===== src/rtl/pipelined_control_unit.sv =====
// RV32I control unit: decodes the ID instruction and carries its control bundle through the ID/EX, EX/MEM and MEM/WB registers.
// Also detects load-use hazards, inserts bubbles, and keeps a saturating count of illegal instructions.
module pipelined_control_unit #(
    parameter bit EN_UTYPE  = 1'b1,
    parameter bit EN_HAZARD = 1'b1,
    parameter int ILL_CNT_W = 8
) (
    input  logic                 clk,
    input  logic                 rst_n,
    input  logic                 id_valid,
    input  logic [31:0]          id_instr,
    input  logic                 stall_in,
    input  logic                 flush_in,
    output logic                 hazard_stall,
    output logic                 ex_valid,
    output logic [1:0]           ex_alu_a,
    output logic                 ex_alu_b,
    output logic [3:0]           ex_alu_op,
    output logic [2:0]           ex_imm_src,
    output logic [4:0]           ex_branch_op,
    output logic                 ex_illegal,
    output logic                 mem_valid,
    output logic                 mem_data_write_en,
    output logic [2:0]           mem_dm_control,
    output logic                 wb_valid,
    output logic                 wb_reg_write_en,
    output logic [1:0]           wb_rd_data_sel,
    output logic [4:0]           wb_rd,
    output logic                 ill_seen,
    output logic [ILL_CNT_W-1:0] ill_count
);

    localparam logic [6:0] OP_R      = 7'b0110011;
    localparam logic [6:0] OP_IMM    = 7'b0010011;
    localparam logic [6:0] OP_LOAD   = 7'b0000011;
    localparam logic [6:0] OP_STORE  = 7'b0100011;
    localparam logic [6:0] OP_BRANCH = 7'b1100011;
    localparam logic [6:0] OP_LUI    = 7'b0110111;
    localparam logic [6:0] OP_AUIPC  = 7'b0010111;
    localparam logic [6:0] OP_JAL    = 7'b1101111;
    localparam logic [6:0] OP_JALR   = 7'b1100111;

    typedef struct packed {
        logic       valid;
        logic       illegal;
        logic [1:0] alu_a;
        logic       alu_b;
        logic [3:0] alu_op;
        logic [2:0] imm_src;
        logic [4:0] branch_op;
        logic       data_write_en;
        logic [2:0] dm_control;
        logic       reg_write_en;
        logic [1:0] rd_data_sel;
        logic [4:0] rd;
    } ex_ctrl_t;

    typedef struct packed {
        logic       valid;
        logic       data_write_en;
        logic [2:0] dm_control;
        logic       reg_write_en;
        logic [1:0] rd_data_sel;
        logic [4:0] rd;
    } mem_ctrl_t;

    typedef struct packed {
        logic       valid;
        logic       reg_write_en;
        logic [1:0] rd_data_sel;
        logic [4:0] rd;
    } wb_ctrl_t;

    function automatic logic [ILL_CNT_W-1:0] sat_inc(input logic [ILL_CNT_W-1:0] cnt);
        return (cnt == {ILL_CNT_W{1'b1}}) ? cnt : cnt + ILL_CNT_W'(1);
    endfunction

    logic [6:0] w_opcode;
    logic [2:0] w_funct3;
    logic [6:0] w_funct7;
    logic [4:0] w_rd;
    logic [4:0] w_rs1;
    logic [4:0] w_rs2;
    logic       w_legal;
    logic       w_rs1_used;
    logic       w_rs2_used;
    logic       w_hazard;
    ex_ctrl_t   w_dec;
    ex_ctrl_t   w_id;

    ex_ctrl_t         r_ex;
    mem_ctrl_t        r_mem;
    wb_ctrl_t         r_wb;
    logic             r_ill_seen;
    logic [ILL_CNT_W-1:0] r_ill_count;

    assign w_opcode = id_instr[6:0];
    assign w_rd     = id_instr[11:7];
    assign w_funct3 = id_instr[14:12];
    assign w_rs1    = id_instr[19:15];
    assign w_rs2    = id_instr[24:20];
    assign w_funct7 = id_instr[31:25];

    // ID stage: raw decode of the opcode group; legality decided alongside
    always_comb begin
        w_dec      = '0;
        w_legal    = 1'b0;
        w_rs1_used = 1'b0;
        w_rs2_used = 1'b0;
        case (w_opcode)
            OP_R: begin
                w_rs1_used         = 1'b1;
                w_rs2_used         = 1'b1;
                w_dec.reg_write_en = 1'b1;
                w_dec.rd           = w_rd;
                w_dec.alu_op       = {w_funct7[5], w_funct3};
                w_legal            = (w_funct7 == 7'h00) ||
                                     ((w_funct7 == 7'h20) && ((w_funct3 == 3'd0) || (w_funct3 == 3'd5)));
            end
            OP_IMM: begin
                w_rs1_used         = 1'b1;
                w_dec.alu_b        = 1'b1;
                w_dec.reg_write_en = 1'b1;
                w_dec.rd           = w_rd;
                w_dec.alu_op       = {1'b0, w_funct3};
                case (w_funct3)
                    3'd1:    w_legal = (w_funct7 == 7'h00);
                    3'd5: begin
                        w_legal = (w_funct7 == 7'h00) || (w_funct7 == 7'h20);
                        if (w_funct7 == 7'h20) w_dec.alu_op = 4'b1101;
                    end
                    default: w_legal = 1'b1;
                endcase
            end
            OP_LOAD: begin
                w_rs1_used         = 1'b1;
                w_dec.alu_b        = 1'b1;
                w_dec.reg_write_en = 1'b1;
                w_dec.rd_data_sel  = 2'b01;
                w_dec.dm_control   = w_funct3;
                w_dec.rd           = w_rd;
                w_legal            = w_funct3 inside {3'd0, 3'd1, 3'd2, 3'd4, 3'd5};
            end
            OP_STORE: begin
                w_rs1_used          = 1'b1;
                w_rs2_used          = 1'b1;
                w_dec.alu_b         = 1'b1;
                w_dec.imm_src       = 3'b001;
                w_dec.data_write_en = 1'b1;
                w_dec.dm_control    = w_funct3;
                w_legal             = w_funct3 inside {3'd0, 3'd1, 3'd2};
            end
            OP_BRANCH: begin
                w_rs1_used      = 1'b1;
                w_rs2_used      = 1'b1;
                w_dec.imm_src   = 3'b101;
                w_dec.branch_op = {2'b01, w_funct3};
                w_legal         = !(w_funct3 inside {3'd2, 3'd3});
            end
            OP_LUI, OP_AUIPC: begin
                w_dec.alu_a        = (w_opcode == OP_LUI) ? 2'b10 : 2'b01;
                w_dec.alu_b        = 1'b1;
                w_dec.imm_src      = 3'b010;
                w_dec.reg_write_en = 1'b1;
                w_dec.rd           = w_rd;
                w_legal            = EN_UTYPE;
            end
            OP_JAL: begin
                w_dec.alu_a        = 2'b01;
                w_dec.alu_b        = 1'b1;
                w_dec.imm_src      = 3'b110;
                w_dec.rd_data_sel  = 2'b10;
                w_dec.branch_op    = 5'b10000;
                w_dec.reg_write_en = 1'b1;
                w_dec.rd           = w_rd;
                w_legal            = 1'b1;
            end
            OP_JALR: begin
                w_rs1_used         = 1'b1;
                w_dec.alu_b        = 1'b1;
                w_dec.rd_data_sel  = 2'b10;
                w_dec.branch_op    = 5'b10000;
                w_dec.reg_write_en = 1'b1;
                w_dec.rd           = w_rd;
                w_legal            = (w_funct3 == 3'd0);
            end
            default: w_legal = 1'b0;
        endcase
    end

    // Illegal or absent instructions become bubbles; only a real illegal word raises the flag
    always_comb begin
        w_id = '0;
        if (id_valid) begin
            if (w_legal) begin
                w_id       = w_dec;
                w_id.valid = 1'b1;
            end else begin
                w_id.illegal = 1'b1;
            end
        end
    end

    // A load in EX is recognised by its memory write-back select
    assign w_hazard = EN_HAZARD && r_ex.valid && (r_ex.rd_data_sel == 2'b01) && (r_ex.rd != 5'd0) &&
                      id_valid && ((w_rs1_used && (w_rs1 == r_ex.rd)) || (w_rs2_used && (w_rs2 == r_ex.rd)));
    assign hazard_stall = w_hazard;

    // ID/EX, EX/MEM, MEM/WB boundaries
    always_ff @(posedge clk) begin
        if (!rst_n) begin
            r_ex        <= '0;
            r_mem       <= '0;
            r_wb        <= '0;
            r_ill_seen  <= 1'b0;
            r_ill_count <= '0;
        end else if (!stall_in) begin
            r_mem.valid         <= r_ex.valid;
            r_mem.data_write_en <= r_ex.data_write_en;
            r_mem.dm_control    <= r_ex.dm_control;
            r_mem.reg_write_en  <= r_ex.reg_write_en;
            r_mem.rd_data_sel   <= r_ex.rd_data_sel;
            r_mem.rd            <= r_ex.rd;
            r_wb.valid          <= r_mem.valid;
            r_wb.reg_write_en   <= r_mem.reg_write_en;
            r_wb.rd_data_sel    <= r_mem.rd_data_sel;
            r_wb.rd             <= r_mem.rd;
            if (flush_in || w_hazard) begin
                r_ex <= '0;
            end else begin
                r_ex <= w_id;
                if (w_id.illegal) begin
                    r_ill_seen  <= 1'b1;
                    r_ill_count <= sat_inc(r_ill_count);
                end
            end
        end
    end

    assign ex_valid          = r_ex.valid;
    assign ex_alu_a          = r_ex.alu_a;
    assign ex_alu_b          = r_ex.alu_b;
    assign ex_alu_op         = r_ex.alu_op;
    assign ex_imm_src        = r_ex.imm_src;
    assign ex_branch_op      = r_ex.branch_op;
    assign ex_illegal        = r_ex.illegal;
    assign mem_valid         = r_mem.valid;
    assign mem_data_write_en = r_mem.data_write_en;
    assign mem_dm_control    = r_mem.dm_control;
    assign wb_valid          = r_wb.valid;
    assign wb_reg_write_en   = r_wb.reg_write_en;
    assign wb_rd_data_sel    = r_wb.rd_data_sel;
    assign wb_rd             = r_wb.rd;
    assign ill_seen          = r_ill_seen;
    assign ill_count         = r_ill_count;

endmodule


===== config.mk =====
export PLATFORM = sky130hd
export DESIGN_NAME = pipelined_control_unit
export DESIGN_NICKNAME = d
export VERILOG_FILES = /design/src/rtl/pipelined_control_unit.sv
export SDC_FILE = /design/constraint.sdc
export NUM_CORES = 1
export LEC_CHECK = 0
export ABC_AREA = 0
export BUFFER_PORTS_ARGS = -buffer_cell sky130_fd_sc_hd__clkbuf_2
export CAP_MARGIN = 10
export CORE_MARGIN = 2
export CORE_UTILIZATION = 40
export DETAILED_ROUTE_END_ITERATION = 7
export PLACE_DENSITY_LB_ADDON = 0.2
export SETUP_SLACK_MARGIN = 0.5
export SLEW_MARGIN = 20
export SYNTH_ARGS = -nofsm -noshare
export SYNTH_HDL_FRONTEND = slang
export SYNTH_SLANG_ARGS = --single-unit

===== constraint.sdc =====
create_clock -name clk -period 2.3 [get_ports clk]
set_input_delay 0.46 -clock clk [delete_from_list [all_inputs] [get_ports clk]]
set_output_delay 0.46 -clock clk [all_outputs]
set_load 0.02 [all_outputs]

==> impl_metrics.env, run 1 <==
export IMPL_power_share_sequential_pct=44.4
export IMPL_critPathMaxStageDelay_ns=0.38
export IMPL_ctsHoldBuffers=0
export IMPL_ctsLongestPathBuffers=2
export IMPL_fin_crit_ns=2.266
export IMPL_synth_area_mm2=0.002854
export IMPL_dieWidth_um=88.47
export IMPL_ys_async_sr_fraction_pct=0
export IMPL_drt_vias_per_instance=5.035
export IMPL_syn_avg_cell_area_um2=9.118
export IMPL_nets=447
export IMPL_num_rows=30
export IMPL_powerDensity_mw_per_mm2=570.9
export IMPL_worst_slew_pin_slew_ns=0.7329
export IMPL_cts_clk_slew_worst_paths_ns=0.08
export IMPL_grt_antenna_before_repair=0
export IMPL_worstPathArrival_ns=1.81
export IMPL_area_growth_pct=41.39
export IMPL_finClkSkew_ns=0.01142
export IMPL_postRouteAntennaNets=0
export IMPL_clk_latency_ns=0.34
export IMPL_grt_pass1_vias=2211
export IMPL_grt_max_degree=26
export IMPL_cts_tree="done"
export IMPL_start_util_pct=41.78
export IMPL_ir_drop_mv=0.3313
export IMPL_setup_viol=0
export IMPL_synth_most_common_cell="dfxtp_1"
export IMPL_p_leak_nw=1.747
export IMPL_place_congestion=0.8548
export IMPL_fin_crit_sh_pct=98.53
export IMPL_hold_viol_final=0
export IMPL_start_kind="flop"
export IMPL_final_max_slew_violation_count=0
export IMPL_end_kind="output pin"
export IMPL_syn_nets=351
export IMPL_ys_top_cells_by_count="59 x dfxtp_1, 31 x nand2_1, 30 x nor2_1"
export IMPL_synth_ff_type="dfxtp_1"
export IMPL_grt_pass1_wl_um=10580
export IMPL_hold_ws_ns=0.3771
export IMPL_drive_above_1_share_pct=44.20
export IMPL_htree_levels=3
export IMPL_yosys_area_top_type="dfxtp_1"
export IMPL_p_sw_uw=564.1
export IMPL_swShare_pct=24.49
export IMPL_die_area_mm2=0.007827
export IMPL_cp_top_family="simple AND/OR/NAND/NOR gates"
export IMPL_required_ns=1.84
export IMPL_crit_fanout=5
export IMPL_drc=0
export IMPL_num_antenna_cells=0
export IMPL_synth_cell_types=50
export IMPL_syn_inst=313
export IMPL_crit_chain="xnor2_2, nand4_1, nor3_4, nor2_2, nor4_4, clkbuf_8"
export IMPL_drt_iter0_markers=111
export IMPL_yosys_warnings=0
export IMPL_grt_ovfl_total=0
export IMPL_p_comb_share_pct=9.4
export IMPL_synth_seq_cells=59
export IMPL_die_height_um=88.47
export IMPL_cap_viol_max_count=0
export IMPL_slew_headroom_pct=50.85
export IMPL_rsz0062_at_grt="yes"
export IMPL_dp_hpwl_um=4858
export IMPL_core_area_mm2=0.006832
export IMPL_wl_um=7027
export IMPL_cts_made_buffers=9
export IMPL_postLayoutCoreUtil_pct=59.07
export IMPL_root_buffer="clkbuf_8"
export IMPL_firstDrtPassIters=4
export IMPL_place_port_buffers=77
export IMPL_cp_slowest_cell="dfxtp_4"
export IMPL_ys_seq_area_share_pct=41.39
export IMPL_synth_area_leaders="dfxtp_1 41%, mux2i_1 10%, buf_4 4.5%"
export IMPL_vias=2568
export IMPL_boundaryPins=78
export IMPL_cp_num_buf_inv=1
export IMPL_fmax_ghz=0.4413
export IMPL_synth_edff_count=0
export IMPL_grtUsageTotal_pct=17.38
export IMPL_outcome="finished, final reports clean"
export IMPL_critical_path_class="flop to output pin"
export IMPL_cts_sinks=59
export IMPL_synth_top_area_share_pct=41.39
export IMPL_hold_path_class="input port to flop"
export IMPL_pwr_share_clk_pct=46.2
export IMPL_p_int_mw=1.740
export IMPL_wire_per_inst_um=13.78
## metal layers
layer	global-route usage, %	up-vias	wire, um	share of wire (%)
met5	0	-	0	0
met3	3.265	8	375	5.3
met4	7.300	0	72	1.0
met1	25.65	1189	3398	48
met2	24.74	72	3180	45
li1	-	1299	-	-
## worst min-delay path, stage by stage
cell and delay [ns]:
clkbuf_2 0.09, nand3_1 0.06, o21ai_1 0.06
## power groups by stage
| stage | Combinational [mW] | Clock [mW] | Sequential [mW] |
|---|---|---|---|
| floorplan | 0.104 | 0 | 1.05 |
| global placement | 0.189 | 0 | 1.05 |
| detailed placement | 0.191 | 0 | 1.05 |
| CTS | 0.208 | 1.08 | 1.03 |
| global route | 0.234 | 1.13 | 1.02 |
| finish | 0.216 | 1.07 | 1.02 |
## worst paths after layout
path	slack, ns	from	to	cells past startpoint
min reg2reg	0.44	ill_seen	ill_seen	2
min	0.38	id_instr[30]	ex_alu_op[3]	3
max reg2reg	0.20	r_ex[1]	ill_count[6]	6
max	0.03	r_ex[4]	hazard_stall	6
## registers in the layout (all words and copies together) (netlist names), 2 cells and up
signal and cells:
ill_count 8, ex_alu_op 4, ex_imm_src 3, wb_rd_data_sel 2
wb_rd 5, mem_dm_control 3, r_mem 8, r_ex 12
ex_alu_a 2, ex_branch_op 4
## area by class of cell
| cell class | count | area (um2) |
|---|---|---|
| Tap cell | 96 | 120.1 |
| Timing Repair Buffer | 121 | 847.1 |
| Clock inverter | 7 | 100.1 |
| Sequential cell | 59 | 1196 |
| Inverter | 6 | 22.52 |
| Clock buffer | 9 | 123.9 |
| Fill cell | 622 | 2796 |
| Multi-Input combinational cell | 212 | 1625 |
## layout by cell type (no fill, tap or decap), drive strengths merged, types with 9 or more instances in the layout
master  count
nand2      31
a32o       11
clkbuf     85
nor2       30
o21ai       9
nor3        9
nand3      12
buf        45
dfxtp      59
mux2i      29
## timing repair
item,in CTS,in global routing
endpoints found under the setup margin,38,38
gates resized for setup,38,23
buffers inserted,7,1
hold endpoints to repair,0,0
gates cloned,2,0
pin swaps,13,17
## metrics by stage
stage | area, um2 | setup WS (ns) | cells | total power, mW | TNS, ns
after floorplan | 2902 | 0.05651 | 313 | 1.157 | 0
after global placement | 3441 | -0.03032 | 484 | 1.239 | -0.2683
after detailed placement | 3441 | -0.09114 | 484 | 1.241 | -1.187
after CTS | 3910 | 0.006724 | 509 | 2.315 | 0
after global routing | 4035 | -0.04225 | 510 | 2.382 | -0.04225
final | 4035 | 0.03385 | 510 | 2.304 | 0
## cells by family after synthesis
family	after synthesis	share of synthesized area [%]
AND/OR/NAND/NOR	121	21.88
adder cells (fa/ha/maj)	1	0.4383
multiplexers	29	10.17
AO/OA/AOI/OAI	49	13.63
flip-flops	59	41.39
buffers and inverters	42	8.812
XOR/XNOR	12	3.683
Note: power is estimated with default switching activity, not from simulation.
==> run 2, diff against run 1 <==
--- a/config.mk
+++ b/config.mk
@@ -11,7 +11,7 @@
 export CORE_MARGIN = 2
 export CORE_UTILIZATION = 40
 export DETAILED_ROUTE_END_ITERATION = 7
-export PLACE_DENSITY_LB_ADDON = 0.2
+export PLACE_DENSITY = 0.66
 export SETUP_SLACK_MARGIN = 0.5
 export SLEW_MARGIN = 20
 export SYNTH_ARGS = -nofsm -noshare
==> constraint.sdc (replaced) <==
create_clock -name clk -period 1.9 [get_ports clk]
set_input_delay 0.38 -clock clk [delete_from_list [all_inputs] [get_ports clk]]
set_output_delay 0.38 -clock clk [all_outputs]
set_load 0.02 [all_outputs]
==> run 2 against run 1 <==
The flow now finishes with violations (negative setup slack). Sequential power increased by 22%. Flip-flop and latch count stayed put. Global-route usage increased by 3.1 points. First-iteration DRC count up 54%. Cell count is 3.9% higher. Non-clock buffer count up 20. Total power up 22%. Routed wire length up 8.8%. Die area stayed put.
==> impl_metrics.env, run 2 (synthesized netlist as in run 1, its figures left out) <==
export IMPL_grt_ovfl_total=0
export IMPL_slew_headroom_pct=48.95
export IMPL_crit_chain="buf_6, nand3b_1, or4_4, buf_6, nor4_4, buf_4"
export IMPL_num_rows=30
export IMPL_largest_register="r_ex"
export IMPL_cts_clk_slew_worst_paths_ns=0.08
export IMPL_drt_vias_per_instance=5.087
export IMPL_mostFrequentLayoutCells="75 x clkbuf_2, 54 x dfxtp_1, 51 x buf_4"
export IMPL_ctsLongestPathBuffers=2
export IMPL_grtUsageTotal_pct=20.47
export IMPL_wl_um=7647
export IMPL_finClkSkew_ns=0.009927
export IMPL_drive_above_1_share_pct=46.54
export IMPL_num_antenna_cells=0
export IMPL_hold_ws_ns=0.2749
export IMPL_cts_made_buffers=9
export IMPL_dp_hpwl_um=5304
export IMPL_r2r_end="ill_count[6]"
export IMPL_place_congestion=0.8969
export IMPL_rsz0062_at_grt="yes"
export IMPL_outcome="finished, violations left"
export IMPL_post_place_ws_ns=-0.3967
export IMPL_holdPathStages=2
export IMPL_hold_start="id_instr[11]"
export IMPL_startpoint="id_instr[3]"
export IMPL_postRouteAntennaNets=0
export IMPL_vias=2696
export IMPL_r2r_slack_ns=-0.22
export IMPL_end_kind="output pin"
export IMPL_setup_viol=38
export IMPL_firstDrtPassIters=4
export IMPL_critical_path_class="input port to output pin"
export IMPL_cp_slowest_cell="or4_4"
export IMPL_p_leak_nw=1.827
export IMPL_drt_iter0_markers=171
export IMPL_layout_cells_most_common="clkbuf_2"
export IMPL_critPathMaxStageDelay_ns=0.53
export IMPL_placedInstanceArea_mm2=0.003592
export IMPL_cts_sinks=59
export IMPL_root_buffer="clkbuf_8"
export IMPL_clk_latency_ns=0.35
export IMPL_required_ns=1.52
export IMPL_die_area_mm2=0.007827
export IMPL_start_util_pct=41.78
export IMPL_fin_crit_sh_pct=115.1
export IMPL_wire_per_inst_um=14.43
export IMPL_hold_viol_final=0
export IMPL_min_to="r_ex[4]"
export IMPL_powerDensity_mw_per_mm2=672.8
export IMPL_ff2ff_path_depth=7
export IMPL_drc=0
export IMPL_grt_max_degree=26
export IMPL_final_max_slew_violation_count=0
export IMPL_grt_pass1_wl_um=12420
export IMPL_setup_tns_ns=-6.915
export IMPL_dieWidth_um=88.47
export IMPL_grt_pass1_vias=2553
export IMPL_grt_antenna_before_repair=0
export IMPL_ir_drop_mv=0.3807
export IMPL_fin_area_mm2=0.004174
export IMPL_boundaryPins=78
export IMPL_rr_startpoint="r_ex[2]"
export IMPL_fin_ws_ns=-0.2862
export IMPL_cp_common_cell="buf_6"
export IMPL_fmax_ghz=0.4574
export IMPL_cts_tree="done"
export IMPL_largest_reg_flops=12
export IMPL_place_port_buffers=77
export IMPL_crit_fanout=4
export IMPL_worstPathArrival_ns=1.81
export IMPL_violations="negative setup slack"
export IMPL_fin_crit_ns=2.186
export IMPL_core_area_mm2=0.006832
export IMPL_start_kind="input port"
export IMPL_htree_levels=3
export IMPL_worst_slew_pin_slew_ns=0.7657
export IMPL_cap_viol_max_count=0
export IMPL_nets=467
export IMPL_die_height_um=88.47
export IMPL_hold_path_class="input port to flop"
export IMPL_area_growth_pct=46.25
[run 2: cell types whose count changed in the layout (fill, tap and decap cells not counted), moves of 3 or more]
| cell | before | now |
|---|---|---|
| buf_6 | 9 | 12 |
| nor4_4 | 2 | 5 |
| buf_4 | 32 | 51 |
| o31ai_1 | 1 | 5 |
| nor4_2 | 4 | 1 |
| o31ai_2 | 5 | 2 |
[run 2: through the flow]
step | utilization [%] | power [mW] | cells
4_1_cts | 59.65 | 2.817 | 525
3_5_place_dp | 52.58 | 1.520 | 503
5_1_grt | 61.10 | 2.908 | 530
6_report | 61.10 | 2.808 | 530
2_1_floorplan | - | 1.401 | 313
3_3_place_gp | 52.58 | 1.514 | 503
[run 2: power by group]
part           total [mW]  internal (mW)  leakage (nW)  switching [mW]
logic               0.270          0.125          1.24           0.145
registers            1.24           1.24         0.478         0.00277
clock network        1.30          0.746         0.106           0.551
total                2.81           2.11          1.83           0.699
[run 2: routing by layer]
metal  GRT usage [%]  part of all wire (%)  wire length [um]  up-vias
met5               0                     0                 0        -
met4           8.678                   2.1               158        0
met3           5.131                   4.9               375       12
met2           31.78                    48              3694       65
met1           27.14                    45              3419     1279
li1                -                     -                 -     1340
[run 2: area by class of cell]
class / instances / area, um2
multi-input combinational: 212 / 1660
clock inverter: 7 / 101.3
tap: 96 / 120.1
inverter: 6 / 22.52
clock buffer: 9 / 123.9
timing repair buffer: 141 / 955.9
fill: 588 / 2658
sequential: 59 / 1190
[run 2: worst max path at each step]
stage	slack, ns	cells past startpoint	end
after global placement	-0.31	7	r_ex[6]
after CTS	-0.28	5	hazard_stall
after global routing	-0.32	7	hazard_stall
after detailed placement	-0.40	8	r_ex[6]
final	-0.29	6	hazard_stall
after floorplan	-0.26	8	r_ex[4]
[run 2: timing repair]
action / in CTS / in global routing
hold buffers: 0 / 0
pin swaps: 15 / 15
setup buffers: 4 / 5
gates resized for setup: 43 / 22
endpoints found under the setup margin: 38 / 38
cloned: 2 / 0
[run 2: critical path: cells and delay by family]
family        cells  cell delay, ns
buf+inv           3            0.42
simple gates      3            1.00
